--- src/rtl/bpsk_demodulator_pkg.sv ---
// bpsk_demodulator_pkg: shared widths, polarity constants and accumulator sizing for the BPSK receiver
package bpsk_demodulator_pkg;
  localparam int DATA_WIDTH = 12;
  localparam int SAMPLES_PER_SYMBOL_DEFAULT = 64;
  localparam logic BIT_ZERO = 1'b0;
  localparam logic BIT_ONE = 1'b1;
  function automatic int acc_width(input int sps);
    return 2 * DATA_WIDTH + $clog2(sps) + 1;
  endfunction
endpackage

--- src/rtl/bpsk_demodulator_integrate_dump.sv ---
// bpsk_demodulator_integrate_dump: integrates products over a symbol and strobes the finished sum
module bpsk_demodulator_integrate_dump
  import bpsk_demodulator_pkg::*;
#(
  parameter int ACC_WIDTH = acc_width(SAMPLES_PER_SYMBOL_DEFAULT)
) (
  input  logic                          clk,
  input  logic                          reset,
  input  logic signed [2*DATA_WIDTH-1:0] prod,
  input  logic                          p_valid,
  input  logic                          p_first,
  input  logic                          p_last,
  output logic signed [ACC_WIDTH-1:0]    sum,
  output logic                          dump
);
  logic signed [ACC_WIDTH-1:0] ext;
  assign ext = ACC_WIDTH'(prod);
  // first product restarts the sum; dump marks the cycle the final sum is visible
  always_ff @(posedge clk or posedge reset) begin
    if (reset) begin
      sum  <= '0;
      dump <= 1'b0;
    end else begin
      dump <= p_valid && p_last;
      if (p_valid) sum <= p_first ? ext : sum + ext;
    end
  end
endmodule

--- src/rtl/bpsk_demodulator.sv ---
// bpsk_demodulator: correlates samples with the local carrier, integrates per symbol and slices to a bit
module bpsk_demodulator
  import bpsk_demodulator_pkg::*;
#(
  parameter int SAMPLES_PER_SYMBOL = SAMPLES_PER_SYMBOL_DEFAULT,
  parameter int ACC_WIDTH = acc_width(SAMPLES_PER_SYMBOL)
) (
  input  logic                         clk,
  input  logic                         reset,
  input  logic signed [DATA_WIDTH-1:0] sample_in,
  input  logic signed [DATA_WIDTH-1:0] ref_in,
  input  logic                         sample_valid,
  input  logic                         sym_sync,
  output logic                         bit_out,
  output logic signed [ACC_WIDTH-1:0]  soft_out,
  output logic                         bit_valid,
  input  logic                         bit_ready,
  output logic                         overrun
);
  localparam int CW = $clog2(SAMPLES_PER_SYMBOL);
  localparam logic [CW-1:0] LAST = CW'(SAMPLES_PER_SYMBOL - 1);
  logic [CW-1:0] count;
  logic signed [2*DATA_WIDTH-1:0] prod;
  logic p_valid, p_first, p_last, dump;
  logic signed [ACC_WIDTH-1:0] sum;
  // multiply stage with symbol position tracking; sym_sync restarts the symbol on this sample
  always_ff @(posedge clk or posedge reset) begin
    if (reset) begin
      count   <= '0;
      prod    <= '0;
      p_valid <= 1'b0;
      p_first <= 1'b0;
      p_last  <= 1'b0;
    end else begin
      p_valid <= sample_valid;
      if (sample_valid) begin
        prod    <= (2*DATA_WIDTH)'(sample_in) * (2*DATA_WIDTH)'(ref_in);
        p_first <= sym_sync || count == '0;
        p_last  <= !sym_sync && count == LAST;
        count   <= sym_sync ? CW'(1) : (count == LAST ? '0 : count + CW'(1));
      end
    end
  end
  bpsk_demodulator_integrate_dump #(.ACC_WIDTH(ACC_WIDTH)) u_integrate_dump (
    .clk     (clk),
    .reset   (reset),
    .prod    (prod),
    .p_valid (p_valid),
    .p_first (p_first),
    .p_last  (p_last),
    .sum     (sum),
    .dump    (dump)
  );
  // result register: a dump always loads; an unaccepted result being replaced flags overrun
  always_ff @(posedge clk or posedge reset) begin
    if (reset) begin
      soft_out  <= '0;
      bit_out   <= BIT_ZERO;
      bit_valid <= 1'b0;
      overrun   <= 1'b0;
    end else if (dump) begin
      soft_out  <= sum;
      bit_out   <= sum[ACC_WIDTH-1] ? BIT_ONE : BIT_ZERO;
      bit_valid <= 1'b1;
      if (bit_valid && !bit_ready) overrun <= 1'b1;
    end else if (bit_valid && bit_ready) begin
      bit_valid <= 1'b0;
    end
  end
endmodule

--- config.mk ---
export PLATFORM = sky130hd
export DESIGN_NAME = bpsk_demodulator
export DESIGN_NICKNAME = d
export VERILOG_FILES = /design/src/rtl/bpsk_demodulator_pkg.sv /design/src/rtl/bpsk_demodulator_integrate_dump.sv /design/src/rtl/bpsk_demodulator.sv
export SDC_FILE = /design/constraint.sdc
export NUM_CORES = 1
export LEC_CHECK = 0
export BUFFER_PORTS_ARGS = -buffer_cell sky130_fd_sc_hd__buf_2
export CAP_MARGIN = 10
export CELL_PAD_IN_SITES_DETAIL_PLACEMENT = 0
export CELL_PAD_IN_SITES_GLOBAL_PLACEMENT = 2
export CORE_ASPECT_RATIO = 1.1
export CORE_MARGIN = 3
export CORE_UTILIZATION = 41
export CTS_BUF_LIST = sky130_fd_sc_hd__clkbuf_4 sky130_fd_sc_hd__clkbuf_8
export DETAILED_ROUTE_END_ITERATION = 6
export PLACE_DENSITY_LB_ADDON = 0.1
export RECOVER_POWER = 100
export SLEW_MARGIN = 0
export SYNTH_ARGS = -nofsm -noshare
export SYNTH_HDL_FRONTEND = slang
export SYNTH_HIERARCHICAL = 1
export SYNTH_SLANG_ARGS = --single-unit
export TNS_END_PERCENT = 20
--- constraint.sdc ---
create_clock -name clk -period 2.5 [get_ports clk]
set_input_delay 0.125 -clock clk [delete_from_list [all_inputs] [get_ports clk]]
set_output_delay 0.125 -clock clk [all_outputs]
set_load 0.01 [all_outputs]
; ---- Yosys cells after proc, flatten, opt, wreduce, memory -nomap -nowiden
; Cells that the tools add are included.
; W data, S select, Z words.
[totals]
reg_bits = 99
out_inout_bits = 34
[op_classes]
addsub = 2
mul = 1
n_eq_ne = 1
n_mux = 6
n_reduce_logical = 10
[ops]
columns = operator, n
row1 = $add A31 B24 Y31, 1
row2 = $mux W31, 1
row3 = $mul A12 B12 Y24, 1
row4 = $mux W6, 2
row5 = $add A6 B1 Y6 const B, 1
row6 = $eq A6 B6 Y1 const B, 1
row7 = $logic_not A6 Y1, 1
row8 = $logic_and A1 B1 Y1, 4
row9 = $mux W1, 3
row10 = $logic_not A1 Y1, 2
row11 = $reduce_and A2 Y1, 1
row12 = $reduce_bool A2 Y1, 1
row13 = $logic_or A1 B1 Y1, 1

; ---- Logic depth before layout (Yosys ltp)
; Gate-level depths: netlist (run 1).
[depth]
word_depth = 3
depth_mapped = 20

; ---- Cells and area by module
; The synthesis (run 1) kept the hierarchy.
[by_module_without_submodules]
columns = mod, n_inst, cells_each, area_per_inst_um2, seq_area_each_um2
row1 = bpsk_demodulator, 1, 837, 8140.3, 1651.6
row2 = bpsk_demodulator_integrate_dump, 1, 409, 3240.6, 800.8

; ---- Worst setup path before layout (run 1)
; No wires, ideal clock.
[synth_path]
path_type = input -> register
startpoint = input ref_in[5]
endpoint = register prod[18]
t_arrival_ps = 4792
t_required_ps = 2375
setup_slack_ps = -2417
stages = 19
path_buffers = 1
cell_sequence = clkbuf_1 -> nand2_1 -> fa_1 -> inv_1 -> fa_1 -> inv_1 -> fa_1 -> inv_1 -> fa_1 -> inv_1 -> fa_1 -> inv_1 -> ha_1 -> o21a_1 -> o21a_1 -> o22a_1 -> a211o_1 -> xor2_1 -> mux2_2
[synth_via]
elab_chain_cells = 1
[synth_rtl]
columns = item, line
row1 = "start, declared", bpsk_demodulator.sv:11  ; input logic signed [DATA_WIDTH-1:0] ref_in,
row2 = $mul A12 B12 Y24, bpsk_demodulator.sv:37  ; prod <= (2*DATA_WIDTH)'(sample_in) * (2*DATA_WIDTH)'(ref_in);
row3 = "end signal, assigned", bpsk_demodulator.sv:37
row4 = "end, declared", bpsk_demodulator.sv:23  ; logic signed [2*DATA_WIDTH-1:0] prod;
; No other way between the ends.
; A chain may end at the register's enable or synchronous reset.

; ---- Worst setup path after layout (run 1)
[layout_path]
startpoint = input sample_in[10]
endpoint = register prod[18]
[layout_via]
elab_chain_cells = 1
[layout_rtl]
columns = item, line
row1 = "start, declared", bpsk_demodulator.sv:10  ; input logic signed [DATA_WIDTH-1:0] sample_in,
row2 = $mul A12 B12 Y24, bpsk_demodulator.sv:37
; No other way between the ends.

==> summary.txt, run 1 <==
Setup path
  • Worst r2r src: u_integrate_dump/sum[0]
  • WS Path Type: primary input to register
  • Max incr delay on CP: 0.54 ns
  • R2R Setup Slk: -0.15 ns
  • Setup crit start kind: primary input
  • CP Capture Point: prod[18]
  • Worst Reg-to-Reg Cells: 10
  • CP startpoint: sample_in[10]
  • Critical Path Fanout Max: 3
  • Cells along the critical path: buf_8 -> and2_4 -> fa_1 -> inv_1 -> fa_1 -> fa_1 -> inv_2 -> fa_1 -> inv_2 -> fa_1 -> inv_2 -> ha_4 -> a211o_2 -> o22a_1 -> a211o_1 -> xor2_1 -> mux2_4
  • Critical Path AT: 4.60 ns
  • RR Endpoint: u_integrate_dump/sum[8]
  • Crit. End Element: register
  • WP data required: 2.78 ns
  • CP dominant cell by count: fa_1
  • Critical-path top delay cell: fa_1

Clocking
  • Clk root buf: clkbuf_8
  • # clock sinks: 98
  • Clk_lat worst skew: 0.38 ns
  • Clock Path Buffers: 2
  • Reg clk slew, reported paths: 0.10 ns
  • Num CTS Buffers: 9
  • H-Tree Depth: 3
  • CTS tree: built

Logic synthesis
  • Cell Area, Synth: 0.01138 mm²
  • Main combinational cell family by area after synthesis: adder cells
  • Post-synthesis register bit count: 98
  • Synth Area in XOR/XNOR: 0.02770
  • Synth Area in Adders: 0.3358
  • Synth Area in Compound Gates: 0.1403
  • Syn nets: 1497
  • Post-synth top cells: inv_1 (207), nand2_1 (149), fa_1 (139)
  • Post-synth EDFFs: 0
  • Synth warn: 6
  • Post-synthesis mux area share: 0.04694
  • Synthesized instance count: 1246
  • Netlist cell types: 72
  • Simple-gate share of the synthesized area: 0.1415
  • Sequential area share after synthesis: 0.2155
  • Cell taking the most area after synthesis: fa_1
  • Synth async-reset ratio: 1.000
  • Mapped Avg Cell Area: 9.134 µm²
  • Top area cells in the synthesized netlist: fa_1 (24%), dfrtp_1 (22%), ha_1 (9.1%)
  • Synth top area share: 0.2445
  • Synth Flop Type: dfrtp_1
  • Most instantiated library cell after synthesis: inv_1

Drt
  • Via/cell ratio: 5.037
  • Number of routed nets with antenna violations: 0
  • 1st-iter DRT viols: 424
  • DRT Pass-1 Iters: 4
  • Vias: 9036
  • Drt drc: 0
  • DR WL/cell: 16.10 µm
  • Post-Route WL: 28890 µm

Power
  • Clock share of power: 0.047
  • Comb power frac: 0.841
  • Seq pwr share: 0.112
  • Worst VDD drop: 941.5 µV
  • P_sw: 0.01039 W
  • P_leak: 6.822 nW
  • Pwr/cell area: 1578 mW/mm²
  • Net Sw Frac: 0.4659
  • Internal: 0.01191 W

Status
  • Violated checks: setup timing
  • Outcome: finished, violations left

Die
  • Core footprint: 0.02712 mm²
  • Initial core utilization: 0.4197
  • Row Count: 63
  • Die Y: 180.7 µm
  • Die area: 0.02980 mm²
  • I/O pin count: 63
  • Die X: 164.9 µm

Timing
  • Final min period: 4.327 ns
  • Hold Fails Final Rpt: 0
  • Final period util: 1.731
  • Fin. max-slew vios: 0
  • Setup TNS: -27.98 ns
  • Endpoints failing setup: 27
  • RSZ-0062 raised after global routing: true
  • Clock Skew: 0.01517 ns
  • Slew headroom: 0.3132
  • Least-Margin Pin Slew: 1.029 ns
  • Fin worst setup slack: -1.827 ns
  • Max Fclk: 0.2311 GHz

Flow run
  • Max-Cap Viols: 0

GRT
  • Pin count of the biggest net entering global routing: 37
  • First-pass GRT wire length: 48530 µm
  • Vias in the first global route: 9440
  • Initial antenna violation count: 0
  • GRT Util Overall: 0.2021
  • Grt total ovfl: 0

Placement
  • DP HPWL: 23410 µm
  • Placed Cells: 1767
  • Final Wtd Congestion: 0.8792
  • Placed cell areas: 0.01335 mm²
  • Port Buf Inserts: 62
  • Pre-CTS WS: -2.328 ns

Layout
  • Area growth syn-to-layout: 24.16%
  • Share of layout cells above drive strength 1: 0.2568
  • Number of filler cells placed in the layout: 2634
  • Non-Filler Instances: 1794
  • Antenna cells: 0
  • Final net count: 1684
  • Final Cell Area: 0.01413 mm²

Worst hold path
  • HP Class: primary input to register
  • HP Start: bit_ready
-- cell type report --
class | instances | area [µm²] | area share
tap | 357 | 446.7 | 0.03161
clock buffer | 11 | 145.1 | 0.01027
sequential | 98 | 2454 | 0.1736
timing repair buffer | 232 | 1807 | 0.1279
multi-input combinational | 881 | 8429 | 0.5965
inverter | 211 | 797.0 | 0.05640
clock inverter | 4 | 52.55 | 0.003719
-- layer usage --
layer | routed length (µm) | global-route usage | vias to the layer above
met3 | 654 | 0.01720 | 20
met1 | 13360 | 0.2747 | 4434
li1 | - | - | 4462
met4 | 384 | 0.04329 | 0
met5 | 0 | 0 | -
met2 | 14490 | 0.3514 | 120
-- stage by stage --
stage                       util  hold WS (ns)  power [W]
after detailed placement  0.4923        0.2266    0.01996
after global routing      0.5211       0.05627    0.02479
final                     0.5211       0.03679    0.02231
after floorplan                -        0.1564    0.01448
after CTS                 0.5166       0.01823    0.02212
after global placement    0.4923        0.2193    0.01976
-- worst max-delay path: cells and delay by family --
kind	cells	cell delay, ns
buffers and inverters	5	0.29
xor gates and xnor gates	1	0.17
and+or+nand+nor	1	0.15
muxes	1	0.25
adders and majority gates	6	2.81
AOI/OAI and AO/OA	3	0.80
-- cells in the final DEF (no fill, tap or decap), drive strengths merged, types with 8 or more instances in the layout --
| master | Yosys | final |
|---|---|---|
| inv | 207 | 207 |
| buf | 12 | 183 |
| nand2 | 149 | 149 |
| fa | 139 | 139 |
| dfrtp | 98 | 98 |
| ha | 83 | 83 |
| a21oi | 66 | 66 |
| clkbuf | 44 | 57 |
| nor2 | 56 | 56 |
| and2 | 50 | 50 |
| o21ai | 44 | 44 |
| mux2 | 43 | 43 |
| a21o | 26 | 26 |
| xnor2 | 24 | 24 |
| nand3 | 18 | 18 |
| a31oi | 17 | 17 |
| nor3 | 13 | 13 |
| xor2 | 12 | 12 |
| and3 | 12 | 12 |
| nand4 | 11 | 11 |
| o21a | 9 | 9 |
| a211oi | 9 | 9 |
| nand2b | 8 | 8 |
-- worst min-delay path by stage --
stage | endpoint | slack, ns | cells past startpoint
6_report | bit_valid | 0.04 | 3
5_1_grt | bit_valid | 0.06 | 3
4_1_cts | bit_valid | 0.02 | 3
3_5_place_dp | overrun | 0.23 | 2
3_3_place_gp | soft_out[4] | 0.22 | 2
2_1_floorplan | p_valid | 0.16 | 0
-- cell families (layout without fill, tap and decap cells) --
group                      Yosys count  after routing
DFF                                 98             98
buffers and inverters              267            458
xor gates and xnor gates            36             36
muxes                               48             48
AOI/OAI and AO/OA                  236            236
adders and majority gates          222            222
and+or+nand+nor                    339            339
-- sequential cells by signal, summed over array words and instances, names as in the netlist --
signal	count
u_integrate_dump/sum	31
bit_valid	1
count	6
bit_out	1
p_first	1
u_integrate_dump/dump	1
overrun	1
p_last	1
p_valid	1
soft_out	30
prod	24
-- power groups by stage --
stage | sequential [W] | clock, W | combinational [W]
CTS | 0.00248 | 0.00110 | 0.0185
floorplan | 0.00236 | 0 | 0.0121
global placement | 0.00250 | 0 | 0.0173
finish | 0.00249 | 0.00106 | 0.0188
detailed placement | 0.00251 | 0 | 0.0174
global route | 0.00256 | 0.00116 | 0.0211
-- what timing repair did --
action | 4_1_cts | 5_1_grt
gates cloned | 1 | 0
endpoints found under the hold margin | 55 | 0
hold buffers | 2 | 0
setup buffers | 6 | 3
resized for setup | 95 | 50
setup endpoints to repair | 33 | 37
pin swaps | 50 | 28
Note: power is estimated with default switching activity, not from simulation.
==> run 2, diff against run 1 <==
CORE_UTILIZATION = 44   (was 41)
clock period = 5.3 ns   (was 2.5 ns; I/O delays follow)
==> summary.txt, run 2 (same netlist as run 1, synthesis figures left out) <==
Status
  • Outcome: finished, violations left
  • Violated checks: capacitance limit, slew limit

Flow run
  • Max-Cap Viols: 5

Layout
  • Max FFs per register: 31
  • Largest register by flop count: u_integrate_dump/sum
  • Share of layout cells above drive strength 1: 0.09035
  • Layout Utilization: 0.4801
  • Final Cell Area: 0.01216 mm²
  • Final net count: 1541
  • Largest regs: u_integrate_dump/sum x31, soft_out x30, prod x24
  • Most common cell after layout, fill and taps aside: inv_1
  • Reg area: 0.002452 mm²
  • Antenna cells: 0
  • Number of filler cells placed in the layout: 2576
  • Leading cell types in the layout, fill and taps excluded: inv_1 (206), nand2_1 (149), fa_1 (139)
  • Multi-input combinational cell area: 0.007840 mm²
  • Area growth syn-to-layout: 6.882%

Die
  • Die Y: 174.7 µm
  • Row Count: 61
  • Initial core utilization: 0.4491
  • I/O pin count: 63
  • Core footprint: 0.02534 mm²
  • Die X: 159.3 µm
  • Die area: 0.02783 mm²

Setup path
  • CP startpoint: ref_in[3]
  • WS Path Type: primary input to register
  • Critical Path Fanout Max: 12
  • Setup crit start kind: primary input
  • Critical Path AT: 5.21 ns
  • WP data required: 5.62 ns
  • Crit. End Element: register
  • Worst r2r src: p_valid

Timing
  • Endpoints failing setup: 0
  • Max Fclk: 0.2046 GHz
  • Clock Skew: 0.02624 ns
  • Least-Margin Pin Slew: 3.568 ns
  • Slew headroom: -1.379
  • Fin worst setup slack: 0.4130 ns
  • Final min period: 4.887 ns
  • Hold Fails Final Rpt: 0
  • Min Hold Slack: 0.1608 ns
  • Final period util: 0.9221
  • Setup TNS: 0 ns
  • RSZ-0062 raised after global routing: false
  • Fin. max-slew vios: 212

Drt
  • 1st-iter DRT viols: 356
  • Drt drc: 0
  • DRT Pass-1 Iters: 5
  • Via/cell ratio: 5.191
  • Number of routed nets with antenna violations: 0
  • Post-Route WL: 26670 µm
  • Vias: 8518
  • DR WL/cell: 16.25 µm

Clocking
  • # clock sinks: 98
  • Num CTS Buffers: 9
  • # Post-CTS Setup Buffers: 0
  • Clk root buf: clkbuf_8
  • CTS tree: built
  • Post-cts sizing count: 0
  • Hold_buf cts: 0
  • H-Tree Depth: 3
  • Clk_lat worst skew: 0.38 ns
  • Reg clk slew, reported paths: 0.12 ns
  • Clock Path Buffers: 2

GRT
  • Vias in the first global route: 8692
  • Initial antenna violation count: 0
  • GRT Util Overall: 0.1968
  • Grt total ovfl: 0
  • First-pass GRT wire length: 45110 µm
  • Pin count of the biggest net entering global routing: 67

Placement
  • Final Wtd Congestion: 0.8978
  • Port Buf Inserts: 62
  • Placed cell areas: 0.01207 mm²
  • Pre-CTS WS: 0.04920 ns
  • DP HPWL: 21660 µm

Power
  • Pwr/cell area: 670.1 mW/mm²
  • Worst VDD drop: 353.5 µV
  • P_leak: 6.000 nW

Worst hold path
  • HP Class: primary input to register
  • HP Start: sym_sync
run 2: layout make-up:
| type | instances | area share |
|---|---|---|
| clock buffer | 10 | 0.01131 |
| clock inverter | 6 | 0.005040 |
| inverter | 211 | 0.06511 |
| multi-input combinational | 881 | 0.6445 |
| sequential | 98 | 0.2016 |
| tap | 346 | 0.03559 |
| timing repair buffer | 89 | 0.03682 |
run 2: per-layer routing:
metal	share of wire	wire length (µm)	GRT usage	vias to the layer above
met5	0	0	0	-
met2	0.48	12680	0.3361	133
met4	0.022	592	0.05327	0
met3	0.024	634	0.01328	33
met1	0.48	12760	0.2734	4186
li1	-	-	-	4166
run 2: per-stage QoR:
stage | power, W | instances
detailed placement | 0.007801 | 1625
floorplan | 0.006242 | 1246
finish | 0.008151 | 1641
CTS | 0.008328 | 1641
global route | 0.009195 | 1641
global placement | 0.007780 | 1625
run 2: final timing paths:
| kind | slack [ns] | end | depth (start not counted) |
|---|---|---|---|
| setup / recovery | 0.41 | prod[21] | 17 |
| hold / removal | 0.16 | count[5] | 2 |
| setup reg to reg | 1.97 | u_integrate_dump/sum[30] | 6 |
| hold reg to reg | 0.48 | overrun | 1 |
| max in group asynchronous | 2.05 | prod[22] | 3 |
| min in group asynchronous | 0.61 | u_integrate_dump/sum[25] | 3 |
run 2: worst max-delay path, stage by stage:
cell and delay (ns):
clkbuf_2 0.21, nand2_1 0.16, inv_1 0.09, fa_1 0.66, inv_1 0.15, fa_1 0.53, fa_1 0.44, fa_1 0.53
fa_1 0.54, inv_1 0.04, ha_1 0.33, a21oi_1 0.25, o21bai_1 0.10, a21oi_1 0.19, a21boi_0 0.14, or4_1 0.48
nand3_1 0.09
run 2: where the power goes:
part / total, W / switching (W) / internal (W)
registers: 0.00120 / 0.000222 / 0.000974
logic: 0.00647 / 0.00363 / 0.00284
clock network: 0.000484 / 0.000289 / 0.000194
